==> src/rtl/stim_pkg.sv <==
// rtl/stim_pkg.sv - shared encodings for the stimulus generator
// Purpose: mode encodings, FSM state type and default Galois feedback mask
//          shared by stim_gen_param and its bench.
package stim_pkg;

  localparam logic [1:0] MODE_LFSR = 2'b00;
  localparam logic [1:0] MODE_PAT  = 2'b01;
  localparam logic [1:0] MODE_CNT  = 2'b10;

  typedef enum logic [1:0] {
    S_IDLE = 2'd0,
    S_RUN  = 2'd1,
    S_DONE = 2'd2
  } state_e;

  // x^16 + x^14 + x^13 + x^11 + 1
  localparam logic [15:0] DEFAULT_TAPS = 16'hB400;

endpackage

==> src/rtl/lfsr_step_n.sv <==
// rtl/lfsr_step_n.sv - combinational STEPS-fold Galois LFSR advance
// Purpose: computes the LFSR state after STEPS right-shifting Galois steps.
// Ports:
//   state_i  in  LFSR_W  current LFSR state
//   state_o  out LFSR_W  state after STEPS steps
module lfsr_step_n #(
  parameter int                LFSR_W = 16,
  parameter logic [LFSR_W-1:0] TAPS   = 16'hB400,
  parameter int                STEPS  = 1
) (
  input  logic [LFSR_W-1:0] state_i,
  output logic [LFSR_W-1:0] state_o
);

  logic [LFSR_W-1:0] s;

  always_comb begin
    s = state_i;
    for (int i = 0; i < STEPS; i++) begin
      s = s[0] ? ((s >> 1) ^ TAPS) : (s >> 1);
    end
    state_o = s;
  end

endmodule

==> src/rtl/stim_gen_param.sv <==
// rtl/stim_gen_param.sv - parametrised stimulus source (LFSR / pattern / counter)
// Purpose: emits one DATA_W-bit word per valid/ready handshake, either from a
//          Galois LFSR, a rotating loaded pattern or an incrementing counter,
//          for a bounded (num_beats) or free-running run.
// Ports:
//   clk         in   1       rising-edge clock
//   reset       in   1       asynchronous active-high reset
//   start       in   1       begin a run (sampled in IDLE only)
//   mode        in   2       00 LFSR, 01 pattern, 10 counter, 11 LFSR
//   seed        in   LFSR_W  LFSR seed (0 is replaced by 1)
//   pattern     in   PAT_LEN pattern, LSB emitted first
//   num_beats   in   CNT_W   beats to emit, 0 = free-run
//   ready       in   1       consumer accepts inp
//   inp         out  DATA_W  stimulus word
//   valid       out  1       inp is meaningful
//   busy        out  1       run in progress
//   done        out  1       one-cycle pulse at end of a bounded run
//   beat_count  out  CNT_W   beats accepted in current/last run
//   inj_active  out  1       (STIM_INJECT_EN only) current word is injected pattern
// Optional feature macro: STIM_INJECT_EN (adds parameter INJ_PERIOD and port
//   inj_active; LFSR mode then injects the full pattern every INJ_PERIOD
//   LFSR beats while the LFSR is frozen).
module stim_gen_param
  import stim_pkg::*;
#(
  parameter int                DATA_W  = 1,
  parameter int                LFSR_W  = 16,
  parameter logic [LFSR_W-1:0] TAPS    = LFSR_W'(DEFAULT_TAPS),
  parameter int                PAT_LEN = 8,
  parameter int                CNT_W   = 16
`ifdef STIM_INJECT_EN
  , parameter int              INJ_PERIOD = 64
`endif
) (
  input  logic               clk,
  input  logic               reset,
  input  logic               start,
  input  logic [1:0]         mode,
  input  logic [LFSR_W-1:0]  seed,
  input  logic [PAT_LEN-1:0] pattern,
  input  logic [CNT_W-1:0]   num_beats,
  input  logic               ready,
  output logic [DATA_W-1:0]  inp,
  output logic               valid,
  output logic               busy,
  output logic               done,
  output logic [CNT_W-1:0]   beat_count
`ifdef STIM_INJECT_EN
  , output logic             inj_active
`endif
);

  state_e             state_q;
  logic [1:0]         mode_q;
  logic [LFSR_W-1:0]  lfsr_q, lfsr_d, lfsr_adv, seed_fix;
  logic [PAT_LEN-1:0] pat_q, pat_d, pat_rot;
  logic [DATA_W-1:0]  cnt_q, cnt_d, inp_q, word_d, start_word;
  logic [CNT_W-1:0]   num_q, beat_q, beat_inc;
  logic               valid_q, busy_q, done_q;
  logic [1:0]         mode_norm;
  logic               handshake, last_beat;

`ifdef STIM_INJECT_EN
  localparam logic [CNT_W-1:0] INJ_LAST  = CNT_W'(INJ_PERIOD - 1);
  localparam logic [CNT_W-1:0] PAT_BEATS = CNT_W'(PAT_LEN / DATA_W);
  logic             inj_q, inj_d;
  logic [CNT_W-1:0] inj_cnt_q, inj_cnt_d, inj_left_q, inj_left_d;
`endif

  lfsr_step_n #(
    .LFSR_W (LFSR_W),
    .TAPS   (TAPS),
    .STEPS  (DATA_W)
  ) u_lfsr_step (
    .state_i (lfsr_q),
    .state_o (lfsr_adv)
  );

  assign pat_rot   = (pat_q >> DATA_W) | (pat_q << (PAT_LEN - DATA_W));
  assign seed_fix  = (seed == '0) ? LFSR_W'(1) : seed;
  assign mode_norm = (mode == MODE_PAT || mode == MODE_CNT) ? mode : MODE_LFSR;
  assign handshake = valid_q & ready;
  assign beat_inc  = beat_q + CNT_W'(1);
  assign last_beat = (num_q != '0) && (beat_inc == num_q);

  // First word is presented the cycle after start, from the freshly latched state.
  always_comb begin
    case (mode_norm)
      MODE_PAT: start_word = pattern[DATA_W-1:0];
      MODE_CNT: start_word = '0;
      default:  start_word = seed_fix[DATA_W-1:0];
    endcase
  end

  // Next datapath state and next presented word, applied only on a handshake.
  always_comb begin
    lfsr_d = lfsr_q;
    pat_d  = pat_q;
    cnt_d  = cnt_q;
    word_d = inp_q;
`ifdef STIM_INJECT_EN
    inj_d      = inj_q;
    inj_cnt_d  = inj_cnt_q;
    inj_left_d = inj_left_q;
`endif
    case (mode_q)
      MODE_PAT: begin
        pat_d  = pat_rot;
        word_d = pat_rot[DATA_W-1:0];
      end
      MODE_CNT: begin
        cnt_d  = cnt_q + DATA_W'(1);
        word_d = cnt_d;
      end
      default: begin
`ifdef STIM_INJECT_EN
        if (inj_q) begin
          // Injection rotates the pattern a full turn, so it ends where it began.
          pat_d = pat_rot;
          if (inj_left_q == CNT_W'(1)) begin
            inj_d  = 1'b0;
            word_d = lfsr_q[DATA_W-1:0];
          end else begin
            inj_left_d = inj_left_q - CNT_W'(1);
            word_d     = pat_rot[DATA_W-1:0];
          end
        end else if (inj_cnt_q == INJ_LAST) begin
          lfsr_d     = lfsr_adv;
          inj_d      = 1'b1;
          inj_left_d = PAT_BEATS;
          inj_cnt_d  = '0;
          word_d     = pat_q[DATA_W-1:0];
        end else begin
          lfsr_d    = lfsr_adv;
          inj_cnt_d = inj_cnt_q + CNT_W'(1);
          word_d    = lfsr_adv[DATA_W-1:0];
        end
`else
        lfsr_d = lfsr_adv;
        word_d = lfsr_adv[DATA_W-1:0];
`endif
      end
    endcase
  end

  always_ff @(posedge clk or posedge reset) begin
    if (reset) begin
      state_q <= S_IDLE;
      mode_q  <= MODE_LFSR;
      lfsr_q  <= '0;
      pat_q   <= '0;
      cnt_q   <= '0;
      num_q   <= '0;
      beat_q  <= '0;
      inp_q   <= '0;
      valid_q <= 1'b0;
      busy_q  <= 1'b0;
      done_q  <= 1'b0;
`ifdef STIM_INJECT_EN
      inj_q      <= 1'b0;
      inj_cnt_q  <= '0;
      inj_left_q <= '0;
`endif
    end else begin
      done_q <= 1'b0;
      case (state_q)
        S_IDLE: begin
          if (start) begin
            mode_q  <= mode_norm;
            lfsr_q  <= seed_fix;
            pat_q   <= pattern;
            cnt_q   <= '0;
            num_q   <= num_beats;
            beat_q  <= '0;
            inp_q   <= start_word;
            valid_q <= 1'b1;
            busy_q  <= 1'b1;
            state_q <= S_RUN;
`ifdef STIM_INJECT_EN
            inj_q      <= 1'b0;
            inj_cnt_q  <= '0;
            inj_left_q <= '0;
`endif
          end
        end
        S_RUN: begin
          if (handshake) begin
            beat_q <= beat_inc;
            lfsr_q <= lfsr_d;
            pat_q  <= pat_d;
            cnt_q  <= cnt_d;
            inp_q  <= word_d;
`ifdef STIM_INJECT_EN
            inj_q      <= inj_d;
            inj_cnt_q  <= inj_cnt_d;
            inj_left_q <= inj_left_d;
`endif
            if (last_beat) begin
              state_q <= S_DONE;
              valid_q <= 1'b0;
              busy_q  <= 1'b0;
              done_q  <= 1'b1;
              inp_q   <= '0;
`ifdef STIM_INJECT_EN
              inj_q   <= 1'b0;
`endif
            end
          end
        end
        S_DONE:  state_q <= S_IDLE;
        default: state_q <= S_IDLE;
      endcase
    end
  end

  assign inp        = inp_q;
  assign valid      = valid_q;
  assign busy       = busy_q;
  assign done       = done_q;
  assign beat_count = beat_q;
`ifdef STIM_INJECT_EN
  assign inj_active = inj_q;
`endif

endmodule

==> config.mk <==
export PLATFORM = sky130hd
export DESIGN_NAME = stim_gen_param
export DESIGN_NICKNAME = d
export VERILOG_FILES = /design/src/rtl/stim_pkg.sv /design/src/rtl/lfsr_step_n.sv /design/src/rtl/stim_gen_param.sv
export SDC_FILE = /design/constraint.sdc
export NUM_CORES = 1
export LEC_CHECK = 0
export ABC_AREA = 1
export ABC_CLOCK_PERIOD_IN_PS = 2200
export BUFFER_PORTS_ARGS = -buffer_cell sky130_fd_sc_hd__buf_2
export CAP_MARGIN = 15
export CELL_PAD_IN_SITES_DETAIL_PLACEMENT = 1
export CELL_PAD_IN_SITES_GLOBAL_PLACEMENT = 1
export CORE_AREA = 2 2 100 102
export DETAILED_ROUTE_END_ITERATION = 12
export DIE_AREA = 0 0 102 104
export GPL_TIMING_DRIVEN = 1
export HOLD_SLACK_MARGIN = 0.1
export PLACE_DENSITY_LB_ADDON = 0.1
export SYNTH_ARGS = -nofsm -noshare
export SYNTH_HDL_FRONTEND = slang
export SYNTH_HIERARCHICAL = 1
export SYNTH_SLANG_ARGS = --single-unit
==> constraint.sdc <==
create_clock -name clk -period 2.2 [get_ports clk]
set_input_delay 0.33 -clock clk [delete_from_list [all_inputs] [get_ports clk]]
set_output_delay 0.33 -clock clk [all_outputs]
set_load 0.005 [all_outputs]
==> flow_results.org, run 1 <==
** Status
- Status :: finished clean

** Yosys
- Summed over all instances, the cell type with the most area after synthesis is dfrtp_1.
- Of the post-synthesis cell area, the dominant cell type holds 42.1%.
- Number of synthesized flops with an enable pin :: 0
- Leading cell types by total area after synthesis :: dfrtp_1, nand2_1, nor2_1
- The cell area that synthesis handed to floorplanning was 0.00380 sq mm.
- Flip-flop and latch count after synthesis :: 64
- Post-synthesis instance total :: 509
- Fraction of registers with async set/reset :: 100%
- During synthesis, Yosys emitted a total of 6 warnings.
- Average size of a mapped cell :: 7.47 sq um
- Primary flip-flop cell chosen by synthesis mapping :: dfrtp_1
- Share of synthesized area occupied by flip-flops and latches :: 42.1%
- Synthesized Nets :: 561
- Synthesis instantiated 33 different standard cells from the library.

** Worst hold path
- The worst hold path was traced through 2 stages.
- The tightest min-delay check is of the in -> reg type.
- Start point of the worst hold path :: num_beats[8]
- Worst Hold Endpoint :: num_q[8]

** Clocking
- # H-tree levels :: 3
- For the worst-skew pair, the clock arrives at the later sink with an insertion delay of 340 ps.
- TritonCTS built the clock tree.
- The clock drives 64 sinks.
- After clock tree synthesis, the clock-pin slew on the worst setup and hold paths is 70 ps.
- The clock passes through at most 2 buffers.
- Clock tree synthesis inserted a total of 9 buffers.
- Clock tree synthesis selected as its root buffer the cell clkbuf_8.

** Finish
- Relative to the synthesized area, the layout overhead comes to 17.3%.
- In the final design database the tool counted 623 nets.
- The post-route netlist has 20.1% of its cells at a drive strength greater than 1.
- Antenna Cells :: 0

** Die
- Die Span Y :: 104 microns
- From left edge to right edge, the die measures 102 microns.
- The floorplan step defined a die boundary enclosing 0.0106 sq mm.
- Ports placed on the boundary :: 66
- Total number of placement rows :: 36
- Initial standard-cell utilization of the core :: 39.8%
- After floorplanning, the core was sized to cover 0.00955 sq mm.

** Critical path
- The worst register-to-register path has a depth of 11.
- The number of buffers and inverters on the critical path is 5.
- For the worst setup path, the data arrival time is 2280 ps.
- The largest single stage delay on the critical path is 430 ps.
- List of cells traversed by the critical path :: inv_1, nor2_4, inv_4, nor2_8, inv_2, nand2_4, inv_2, a21oi_4, buf_6, nor2_1, a31oi_1
- Delay-heaviest family, CP :: buffers and inverters
- At the worst endpoint, the required time is 2460 ps.
- Reg2Reg Setup Slack :: 180 ps
- Counting stages on the worst path, the most repeated cell is inv_2.
- STA classifies the critical path startpoint as a register.
- Top fanout value on the critical path :: 32
- The worst register-to-register path ends at lfsr_q[9].
- The worst setup path is captured at a register.
- Reg-to-reg startpoint :: state_q[0]
- Type of the worst setup path :: reg -> reg
- Counting buffers and inverters, the worst setup path is 11 cells deep.
- The largest individual stage delay along the critical path comes from the cell dfrtp_1.

** Placement
- Placement-stage worst setup slack :: 4.38 ps
- Port buffering added 65 buffers.
- Weighted congestion at the end of routability-driven global placement :: 0.826
- The HPWL after detailed placement is 7930 microns.

** STA
- Headroom to the max-slew limit :: 74.6%
- Tightest Pin Transition :: 381 ps
- Total of endpoints with negative setup slack in the final report :: 0
- The clock arrives with 4.50 ps of skew.
- Setup slack on the critical path of the routed design comes to 183 ps.
- Dividing the final minimum period by the clock period gives 91.7%.
- Hold timing on the final database bottoms out at a slack of 214 ps.
- Final Hold Violating Endpoints :: 0
- Post-layout minimum cycle time :: 2020 ps
- The count of final max-slew check failures came to 0.
- Derived from the worst setup path, the maximum achievable clock frequency is 496 MHz.

** Route
- Via count of the routed design :: 3,612
- Dividing the detail-routed wire length by the instance count gives 15.2 microns.
- After the first detailed-routing iteration, the DRC count stood at 101.
- Summed over all layers, the routed wires come to 10,800 microns.
- Routed Antenna Nets :: 0
- Residual DRC count :: 0
- In the routed layout, each cell is associated on average with a via count of 5.09.
- Number of iterations in the first detailed-routing pass :: 4

** Power
- For this design the ratio of total power to cell area is 1070 mW/mm^2.
- Portion of total power attributed to combinational logic :: 37.9%
- The internal portion of the total power is 2860 uW.
- Sequential share of power :: 41.1%
- VDD sags by at most 0.000411 V.
- Power share of the clock group :: 21.0%
- Switching Fraction :: 40.0%
- In this run the static leakage power is 0.00220 uW.
- In this run the power spent charging and discharging nets is 1910 uW.

** GRT
- For this run, the total global-route usage over all layers was measured as 21.9%.
- Entering global routing, the biggest net connects 65 pins.
- Via count of the first global-routing pass :: 3,820
- Global routing finished with a remaining overflow of 0.
- The first global-routing pass estimated 18,400 microns of wire.
- Initial antenna violation count :: 0

** Flow run
- Maximum Capacitance Violations :: 0
==> state kept, by name (all words and copies together) (netlist names) <==
name	cells
num_q	16
pat_q	8
busy	1
inp	1
mode_q	2
done	1
state_q	2
cnt_q	1
lfsr_q	16
beat_count	16
==> stage by stage <==
stage / instances / area, sq um / utilization, % / total power (uW) / setup TNS [ps]
after floorplan: 509 / 3800 / - / 3310 / 0
after global placement: 690 / 4210 / 44.1 / 3660 / 0
after detailed placement: 690 / 4210 / 44.1 / 3740 / 0
after CTS: 707 / 4400 / 46.1 / 4770 / 0
after global routing: 709 / 4460 / 46.7 / 5190 / -33.2
final: 709 / 4460 / 46.7 / 4770 / 0
==> layout by cell type (no fill, tap or decap), types with 5 or more instances in the layout <==
cell type  count
nor2_4         5
nand3_1       38
dfrtp_1       62
a21oi_1       17
nor2_1        60
nand4_1       11
nand2_1      146
o21ai_0       18
clkbuf_8       9
a31oi_1       16
buf_2         65
mux2_2         6
o211ai_1       8
inv_1         50
ha_1           5
o22ai_1       10
buf_4         11
==> layout make-up <==
type / count / area [sq um]
tap: 133 / 166
fill: 1257 / 5090
clock inverter: 4 / 45.0
timing repair buffer: 79 / 449
inverter: 55 / 209
clock buffer: 12 / 135
multi-input combinational: 362 / 1850
sequential: 64 / 1600
==> metal layers <==
layer,vias to the layer above,GRT usage [%],share of wire (%)
li1,1780,-,-
met1,1740,28.1,45
met2,73,36.9,49
met3,19,4.17,4.2
met4,0,7.14,2.2
met5,-,0,0
==> power groups by stage <==
| stage | Clock (uW) | Sequential [uW] | Combinational (uW) |
|---|---|---|---|
| 6_report | 1000 | 1960 | 1810 |
| 5_1_grt | 1080 | 2030 | 2080 |
| 4_1_cts | 1030 | 1950 | 1790 |
| 3_5_place_dp | 0 | 1970 | 1770 |
| 3_3_place_gp | 0 | 1950 | 1700 |
| 2_1_floorplan | 0 | 1870 | 1430 |
==> synth_stat cells, types with 2 or more instances <==
cell,n
o22ai_1,10
a21oi_1,17
buf_4,15
nor2_4,2
o211ai_1,8
xor2_1,2
buf_2,2
nand2_1,147
o21ai_0,18
a31oi_1,16
ha_1,6
clkbuf_1,8
dfrtp_1,64
mux2_2,6
inv_2,3
buf_6,2
nor2_1,62
nand4_1,11
nand3_1,39
inv_1,51
nand3b_1,3
nor2_2,2
a22oi_1,2
nor4_1,4
==> kinds of logic after synthesis <==
family	count (synthesis)	synth area share (%)
simple gates	273	30.7
buf+inv	83	10.2
compound gates	72	11.3
flops	64	42.1
mux	6	1.78
fa+ha+maj	6	1.97
xor+xnor	5	1.91
==> how the worst max path moves through the flow <==
stage	start	slack (ps)	to
floorplan	reset	270	beat_count[0]
global placement	beat_count[0]	40	inp
detailed placement	beat_count[1]	4	inp
CTS	beat_count[2]	40	inp
global route	beat_count[8]	-20	inp
finish	state_q[0]	180	lfsr_q[9]
==> timing repair <==
item / 4_1_cts / 5_1_grt
pin swaps: 0 / 2
buffers inserted: 0 / 2
endpoints found under the setup margin: 1 / 28
resized for setup: 1 / 11
hold buffers: 1 / 0
hold endpoints to repair: 64 / 0
No activity file was read; power rests on OpenSTA's default activity.
==> inputs of run 2 (changes only) <==
Settings changed: MAX_ROUTING_LAYER set to met4, PLACE_DENSITY set to 0.85, PLACE_DENSITY_LB_ADDON 0.1 to not set.
==> run 2 against run 1 <==
- setup slack got worse by 48 ps
- critical endpoint is now inp
- critical path type unchanged
- routed wire length rose by 2.9%
- register-to-register slack got worse by 50 ps
- combinational power barely moved
- sequential power barely moved
- cell count fell by 0.28%
==> flow_results.org, run 2 (synthesis results as in run 1) <==
** Status
- The run finished with clean final reports.

** Power
- Power Dens Cells :: 1110 mW/mm^2 (+3.4%)
- Peak ir drop on the vdd network :: 0.000574 V (+40%)
- The leakage power was 0.00220 uW (about the same).
- Total power after layout :: 4970 uW (+4.1%)

** STA
- Setup repair after global routing could not meet its margin everywhere.
- Share of the clock period used by the worst path after layout :: 93.9% (+2.2 points)
- Headroom to the max-slew limit :: 73.5% (-1.1 points)
- The maximum frequency from static timing analysis is 484 MHz (-2.3%).
- Final Hold Violating Endpoints :: 0 (unchanged)
- Fin Hold WS :: 197 ps (-16.5 ps)
- Post-layout minimum cycle time :: 2070 ps (+47.9 ps)
- Tightest Pin Transition :: 397 ps (+16.0 ps)
- The number of failing setup endpoints in the final timing report came to 0 (unchanged).
- The clock skew came to 8.53 ps (+4.03 ps).
- Slew Viols, Final :: 0 (unchanged)

** GRT
- The met1 track utilization from global routing is 28.5% (+0.41 points).
- The met3 capacity usage during global routing is 5.91% (+1.7 points).
- The global routing stage identified its most utilized layer as met2.
- The global-route congestion overflow total was 0 (unchanged).
- The initial antenna violation count came to 0 (unchanged).
- Via count of the first global-routing pass :: 3,860 (+1.0%)
- Largest net degree at the start of global routing :: 65 (unchanged)
- All-Layer GR Usage :: 23.0% (+1.0 points)
- Met2 Usage GRT :: 37.5% (+0.66 points)
- The wire length of the first global-routing pass was 18,600 microns (+1.2%).

** Clocking
- TritonCTS built the clock tree.
- Clock root cell :: clkbuf_8
- Register clock-pin slew on the reported worst setup and hold paths :: 70 ps (about the same)
- # H-tree levels :: 3 (unchanged)
- TritonCTS Sinks :: 64 (unchanged)
- Worst-case clock buffer depth :: 2 (unchanged)
- Number of clock buffers inserted by TritonCTS :: 9 (unchanged)
- Clock Latency Late Sink :: 370 ps (+30 ps)

** Finish
- The total inserted antenna cells came to 0 (unchanged).
- Final Core Density :: 47.0% (+0.28 points)
- Layout overhead on the synthesized area :: 18.0%
- The final standard cell area without fillers is 0.00449 sq mm (+0.59%).
- The top cell types in the final layout, fill and taps aside, are nand2_1, buf_2, dfrtp_1, nor2_1, inv_1.
- Final nets :: 621 (-0.32%)
- The share of post-route cells with drive strength above 1 was 20.0% (-0.10 points).
- The library cell used most frequently in the layout, excluding fill and tap cells, is nand2_1.

** Die
- Total die area :: 0.0106 sq mm (unchanged)
- The height of the die came to 104 microns (unchanged).
- The number of cell rows came to 36 (unchanged).
- The initial core utilization was 39.8% (unchanged).
- The die outline width came to 102 microns (unchanged).
- The top-level I/O count came to 66 (unchanged).
- Total core area :: 0.00955 sq mm (unchanged)

** Critical path
- List of cells traversed by the critical path :: buf_4, nand2_1, nor2_4, nand2_1, nor2_1, nand2_1, nand2_1, o21ai_0, nor2_1, nand3_1, nand2_1, nand2_1
- The sum of buffers and inverters on the critical path is 1 (-4).
- Crit-path max cell delay :: 390 ps (-40 ps)
- STA classifies the critical path endpoint as a register.
- Most prevalent standard cell on the critical path :: nand2_1
- Arrival time at the worst endpoint :: 2310 ps (+30 ps)
- Broken down by cell family, the worst path's largest delay share belongs to simple AND/OR/NAND/NOR gates.
- Type of element launching the critical path :: register
- The peak fanout along the critical path came to 8 (-75%).
- Type of the worst setup path :: reg -> reg
- The data required time at the worst endpoint is 2450 ps (about the same).
- The slowest stage of the critical path belongs to the cell dfrtp_1.

** Flow run
- Maximum Capacitance Violations :: 0 (unchanged)

** Route
- The total via count after detailed routing was 3,647 (+0.97%).
- Number of iterations in the first detailed-routing pass :: 4 (unchanged)
- Residual DRC count :: 0 (unchanged)
- Aggregate routed wire length :: 11,100 microns (+2.9%)
- Vias/cell :: 5.16 (+1.3%)
- Routed Antenna Nets :: 0 (unchanged)
- The average detailed-routed wire length per instance is 15.7 microns (+3.2%).
- DRC violation total after the first TritonRoute iteration :: 122 (+21%)

** Placement
- The final weighted congestion in routability-driven placement was 0.889 (+7.7%).
- The placed instance area was 0.00419 sq mm (-0.53%).
- Quantity of I/O buffers inserted on ports :: 65 (unchanged)
- The placed wire-length estimate after detailed placement is 8070 microns (+1.9%).

** Worst hold path
- Classification of the worst-slack hold path :: in -> reg
-- run 2: cell count changes in the layout (fill, tap and decap cells not counted), sizes merged --
cell,before,now
buf,78,76
clkinv,3,1
clkinvlp,0,2
bufinv,1,2
clkbuf,12,11
-- run 2: power breakdown --
part	switching (uW)	internal (uW)	total, uW	leakage [uW]
logic	1090	738	1830	0.00134
clock network	501	667	1170	0.000106
registers	372	1600	1970	0.000757
total	1960	3000	4970	0.00220
-- run 2: metal layers --
metal | vias to the layer above | routed length (microns)
li1 | 1777 | -
met1 | 1770 | 4860
met2 | 87 | 5510
met3 | 13 | 564
met4 | 0 | 138
met5 | - | 0
-- run 2: area by class of cell --
class / instances / area (sq um)
fillers: 1264 / 5060
multi-input cells: 362 / 1850
flip-flops and latches: 64 / 1600
repair buffers: 77 / 434
inverters: 55 / 209
well taps: 133 / 166
clock buffers: 11 / 141
clock inverters: 5 / 80.1
-- run 2: stage by stage --
stage	TNS, ps	setup slack (ps)	std cells
after floorplan	0	272	509
after global placement	0	77.2	687
after detailed placement	0	4.69	687
after CTS	0	9.38	704
after global routing	-168	-69.3	707
final	0	135	707
-- run 2: worst paths after layout --
| path | cells past startpoint | start | slack [ps] | end |
|---|---|---|---|---|
| setup / recovery | 12 | beat_count[1] | 130 | inp |
| hold reg to reg | 2 | cnt_q | 530 | cnt_q |
| setup reg to reg | 12 | beat_count[1] | 130 | inp |
| min in group asynchronous | 4 | reset | 580 | num_q[7] |
| hold / removal | 2 | num_beats[0] | 200 | num_q[0] |
| max in group asynchronous | 4 | reset | 1280 | beat_count[3] |
-- run 2: what timing repair did --
item,4_1_cts,5_1_grt
endpoints found under the hold margin,64,0
endpoints found under the setup margin,1,10
pin swaps,0,2
setup buffers,0,3
hold buffers,1,0
resized for setup,1,12
-- run 2: worst reg2reg max path, stage by stage (launching register included) --
cell	delay, ps
dfrtp_1	390
buf_4	160
nand2_1	90
nor2_4	250
nand2_1	150
nor2_1	200
nand2_1	70
nand2_1	140
o21ai_0	100
nor2_1	120
nand3_1	120
nand2_1	100
nand2_1	60
==> inputs of run 3 (changes only) <==
Settings changed: CELL_PAD_IN_SITES_GLOBAL_PLACEMENT 1 to 2, CORE_AREA 2 2 100 102 to 2 2 113 115, DIE_AREA 0 0 102 104 to 0 0 115 117, PLACE_DENSITY 0.85 to 0.84.
==> run 3 against run 2 <==
- routed wire length up 2.6%
- worst hold slack improved by 22 ps
- die area rose by 27%
- final area is 3.8% higher
- utilization is 9.2 points lower
- largest cell class unchanged
- largest power group unchanged
==> flow_results.org, run 3 (synthesis results as in run 1) <==
** Route
- Aggregate routed wire length :: 11,400 microns (+2.6%)
- DRC violation total after the first TritonRoute iteration :: 119 (-2.5%)
- Wirelength per Cell :: 15.6 microns (-0.32%)
- The number of nets with antenna violations after detailed routing is 0 (unchanged).
- The total via count after detailed routing was 3,676 (+0.80%).
- Residual DRC count :: 0 (unchanged)
- The average vias per placed instance was 5.05 (-2.1%).
- The first-pass iteration count of the detailed router was 4 (unchanged).

** Finish
- Final nets :: 625 (+0.64%)
- The number of filler instances in the final layout is 1,521 (+20%).
- Antenna Cells :: 0 (unchanged)
- The storage element area came to 0.00160 sq mm (about the same).
- Fraction of layout cells with a size suffix above 1 :: 20.4% (+0.38 points)
- Relative to the synthesized area, the layout overhead comes to 22.5%.
- Area of combinational cells with multiple inputs :: 0.00185 sq mm (-0.41%)
- Leaving out fill and tap cells, the most frequent cells in the layout are nand2_1, buf_2, dfrtp_1, nor2_1, inv_1.
- Leading cell type in the layout, fill and taps excluded :: nand2_1

** Power
- Sequential share of power :: 35.4% (-4.3 points)
- Power share of the clock group :: 31.2% (+7.7 points)
- Switching power of the nets :: 2010 uW (+2.4%)
- Peak ir drop on the vdd network :: 0.000438 V (-24%)
- Portion of total power attributed to combinational logic :: 33.3% (-3.5 points)
- Switching Fraction :: 36.5% (-3.0 points)
- The leakage power was 0.00228 uW (+3.8%).
- The total chip power is 5510 uW (+11%).
- Internal power :: 3500 uW (+16%)
- Power Dens Cells :: 1180 mW/mm^2 (+6.8%)

** Critical path
- Critical path required time :: 2430 ps (-20 ps)
- Most prevalent standard cell on the critical path :: nand2_1
- In this design, the largest share of critical-path delay is due to simple AND/OR/NAND/NOR gates.
- The arrival time of the worst setup path was 2230 ps (-80 ps).
- Worst setup path start :: beat_count[0]
- The worst setup path is captured at a register.
- Traced cell by cell, the critical path runs through ha_4, nand2_1, nor2_4, nand2_1, nand2_1, nand2_1, nand2_1, nand2_1, a21oi_1, nand2_1, nor2_1, nand3_1, nand2_1, nand2_1.
- The sum of buffers and inverters on the critical path is 0 (-1).
- CP max-delay cell :: dfrtp_1
- Crit-path max cell delay :: 390 ps (about the same)
- The startpoint identified for the worst register-to-register timing path is beat_count[0].
- The critical path is of the reg -> reg type.
- STA classifies the critical path startpoint as a register.
- The peak fanout along the critical path came to 6 (-2).

** Clocking
- The clock network latency to the later pin of the worst-skew pair came to 340 ps (-30 ps).
- Worst-case clock buffer depth :: 2 (unchanged)
- The number of sinks on the clock net came to 64 (unchanged).
- Register clock-pin slew on the reported worst setup and hold paths :: 50 ps (-20 ps)
- The total clock buffers created by CTS is 9 (unchanged).
- TritonCTS built the clock tree.
- # H-tree levels :: 3 (unchanged)
- Clock tree synthesis selected as its root buffer the cell clkbuf_16.

** STA
- Final Hold Violating Endpoints :: 0 (unchanged)
- Tightest Pin Transition :: 447 ps (+49.4 ps)
- Headroom to the max-slew limit :: 70.1% (-3.4 points)
- Share of the clock period used by the worst path after layout :: 91.2% (-2.7 points)
- The clock skew was 6.06 ps (-2.47 ps).
- Setup repair after global routing missed its margin :: false
- The worst slack on hold paths is 219 ps (+21.6 ps).
- The count of final max-slew check failures was 0 (unchanged).
- The final worst setup slack came to 195 ps (+59.6 ps).
- The post-route minimum period came to 2010 ps (-59.6 ps).
- Maximum achievable frequency :: 499 MHz (+3.0%)
- The number of failing setup endpoints in the final timing report was 0 (unchanged).

** Die
- Total die area :: 0.0135 sq mm (+27%)
- The initial core utilization came to 30.9% (-8.9 points).
- The top-level I/O count came to 66 (unchanged).
- The die outline width is 115 microns (+13%).
- Total core area :: 0.0123 sq mm (+29%)
- Total number of placement rows :: 41 (+14%)
- Die Span Y :: 117 microns (+13%)

** GRT
- The via count of the first global-routing pass was 3,885 (+0.65%).
- Initial antenna violation count :: 0 (unchanged)
- Overflow after GRT :: 0 (unchanged)
- The wire length of the first global-routing pass came to 18,800 microns (+1.3%).
- The total global-route track usage was 18.8% (-4.2 points).
- Largest net degree at the start of global routing :: 65 (unchanged)

** Placement
- The pre-CTS setup slack came to -26.0 ps (-30.7 ps).
- Quantity of I/O buffers inserted on ports :: 65 (unchanged)
- Weighted congestion at the end of routability-driven global placement :: 0.841 (-5.5%)
- The placed wire-length estimate after detailed placement came to 8330 microns (+3.1%).

** Status
- The flow ran to the end, and the final reports show no timing, DRC or antenna violations.

** Worst hold path
- Start point of the worst hold path :: num_beats[15]
- The tightest min-delay check is of the in -> reg type.

** Flow run
- The max-cap violation count came to 0 (unchanged).
[run 3: cell count changes in the layout (fill, tap and decap cells not counted), sizes merged]
| cell | change |
|---|---|
| bufinv | +1 |
| buf | +4 |
| inv | +1 |
| clkbuf | -1 |
| clkinvlp | -1 |
[run 3: metal layers]
layer / GRT usage [%] / wire length, microns / up-vias
met4: 5.38 / 193 / 0
met1: 22.1 / 5190 / 1812
met5: - / 0 / -
met2: 31.7 / 5530 / 69
li1: - / - / 1778
met3: 5.10 / 458 / 17
[run 3: final cells by class]
cell class,count,share of cell area [%]
clock buffers,10,5.13
clock inverters,6,2.47
inverters,55,4.48
multi-input cells,362,39.6
flip-flops and latches,64,34.4
well taps,150,4.03
repair buffers,81,9.88
[run 3: path summary, 6_finish.rpt]
check                                endpoint  slack (ps)  cells after the start
max in group asynchronous       beat_count[6]        1280                      4
worst max register to register            inp         190                     14
min in group asynchronous            pat_q[7]         600                      4
worst min register to register       pat_q[3]         540                      2
worst min-delay path                num_q[15]         220                      2
worst max-delay path                      inp         190                     14
[run 3: worst reg2reg max path, stage by stage (launching register included)]
cell and delay (ps):
dfrtp_1 390, ha_4 180, nand2_1 120, nor2_4 210, nand2_1 80, nand2_1 100
nand2_1 70, nand2_1 90, nand2_1 70, a21oi_1 120, nand2_1 60, nor2_1 130
nand3_1 140, nand2_1 90, nand2_1 50
[run 3: timing repair]
| action | CTS | global route |
|---|---|---|
| hold buffers | 1 | 0 |
| cloned | 0 | 0 |
| endpoints found under the setup margin | 1 | 5 |
| buffers inserted | 0 | 2 |
| pin swaps | 0 | 3 |
| endpoints found under the hold margin | 64 | 0 |
| gates resized for setup | 1 | 7 |
[run 3: power groups by stage]
stage	clock network (uW)	logic (uW)	registers [uW]
after floorplan	0	1430	1870
after global placement	0	1740	1950
after detailed placement	0	1810	1970
after CTS	1770	1830	1950
after global routing	1820	2120	2020
final	1720	1840	1950
[run 3: stage by stage]
| stage | cells | utilization [%] | area (sq um) | setup TNS, ps |
|---|---|---|---|---|
| 2_1_floorplan | 509 | - | 3800 | 0 |
| 3_3_place_gp | 709 | 34.5 | 4250 | 0 |
| 3_5_place_dp | 709 | 34.5 | 4250 | -26.0 |
| 4_1_cts | 726 | 37.5 | 4610 | 0 |
| 5_1_grt | 728 | 37.8 | 4660 | 0 |
| 6_report | 728 | 37.8 | 4660 | 0 |
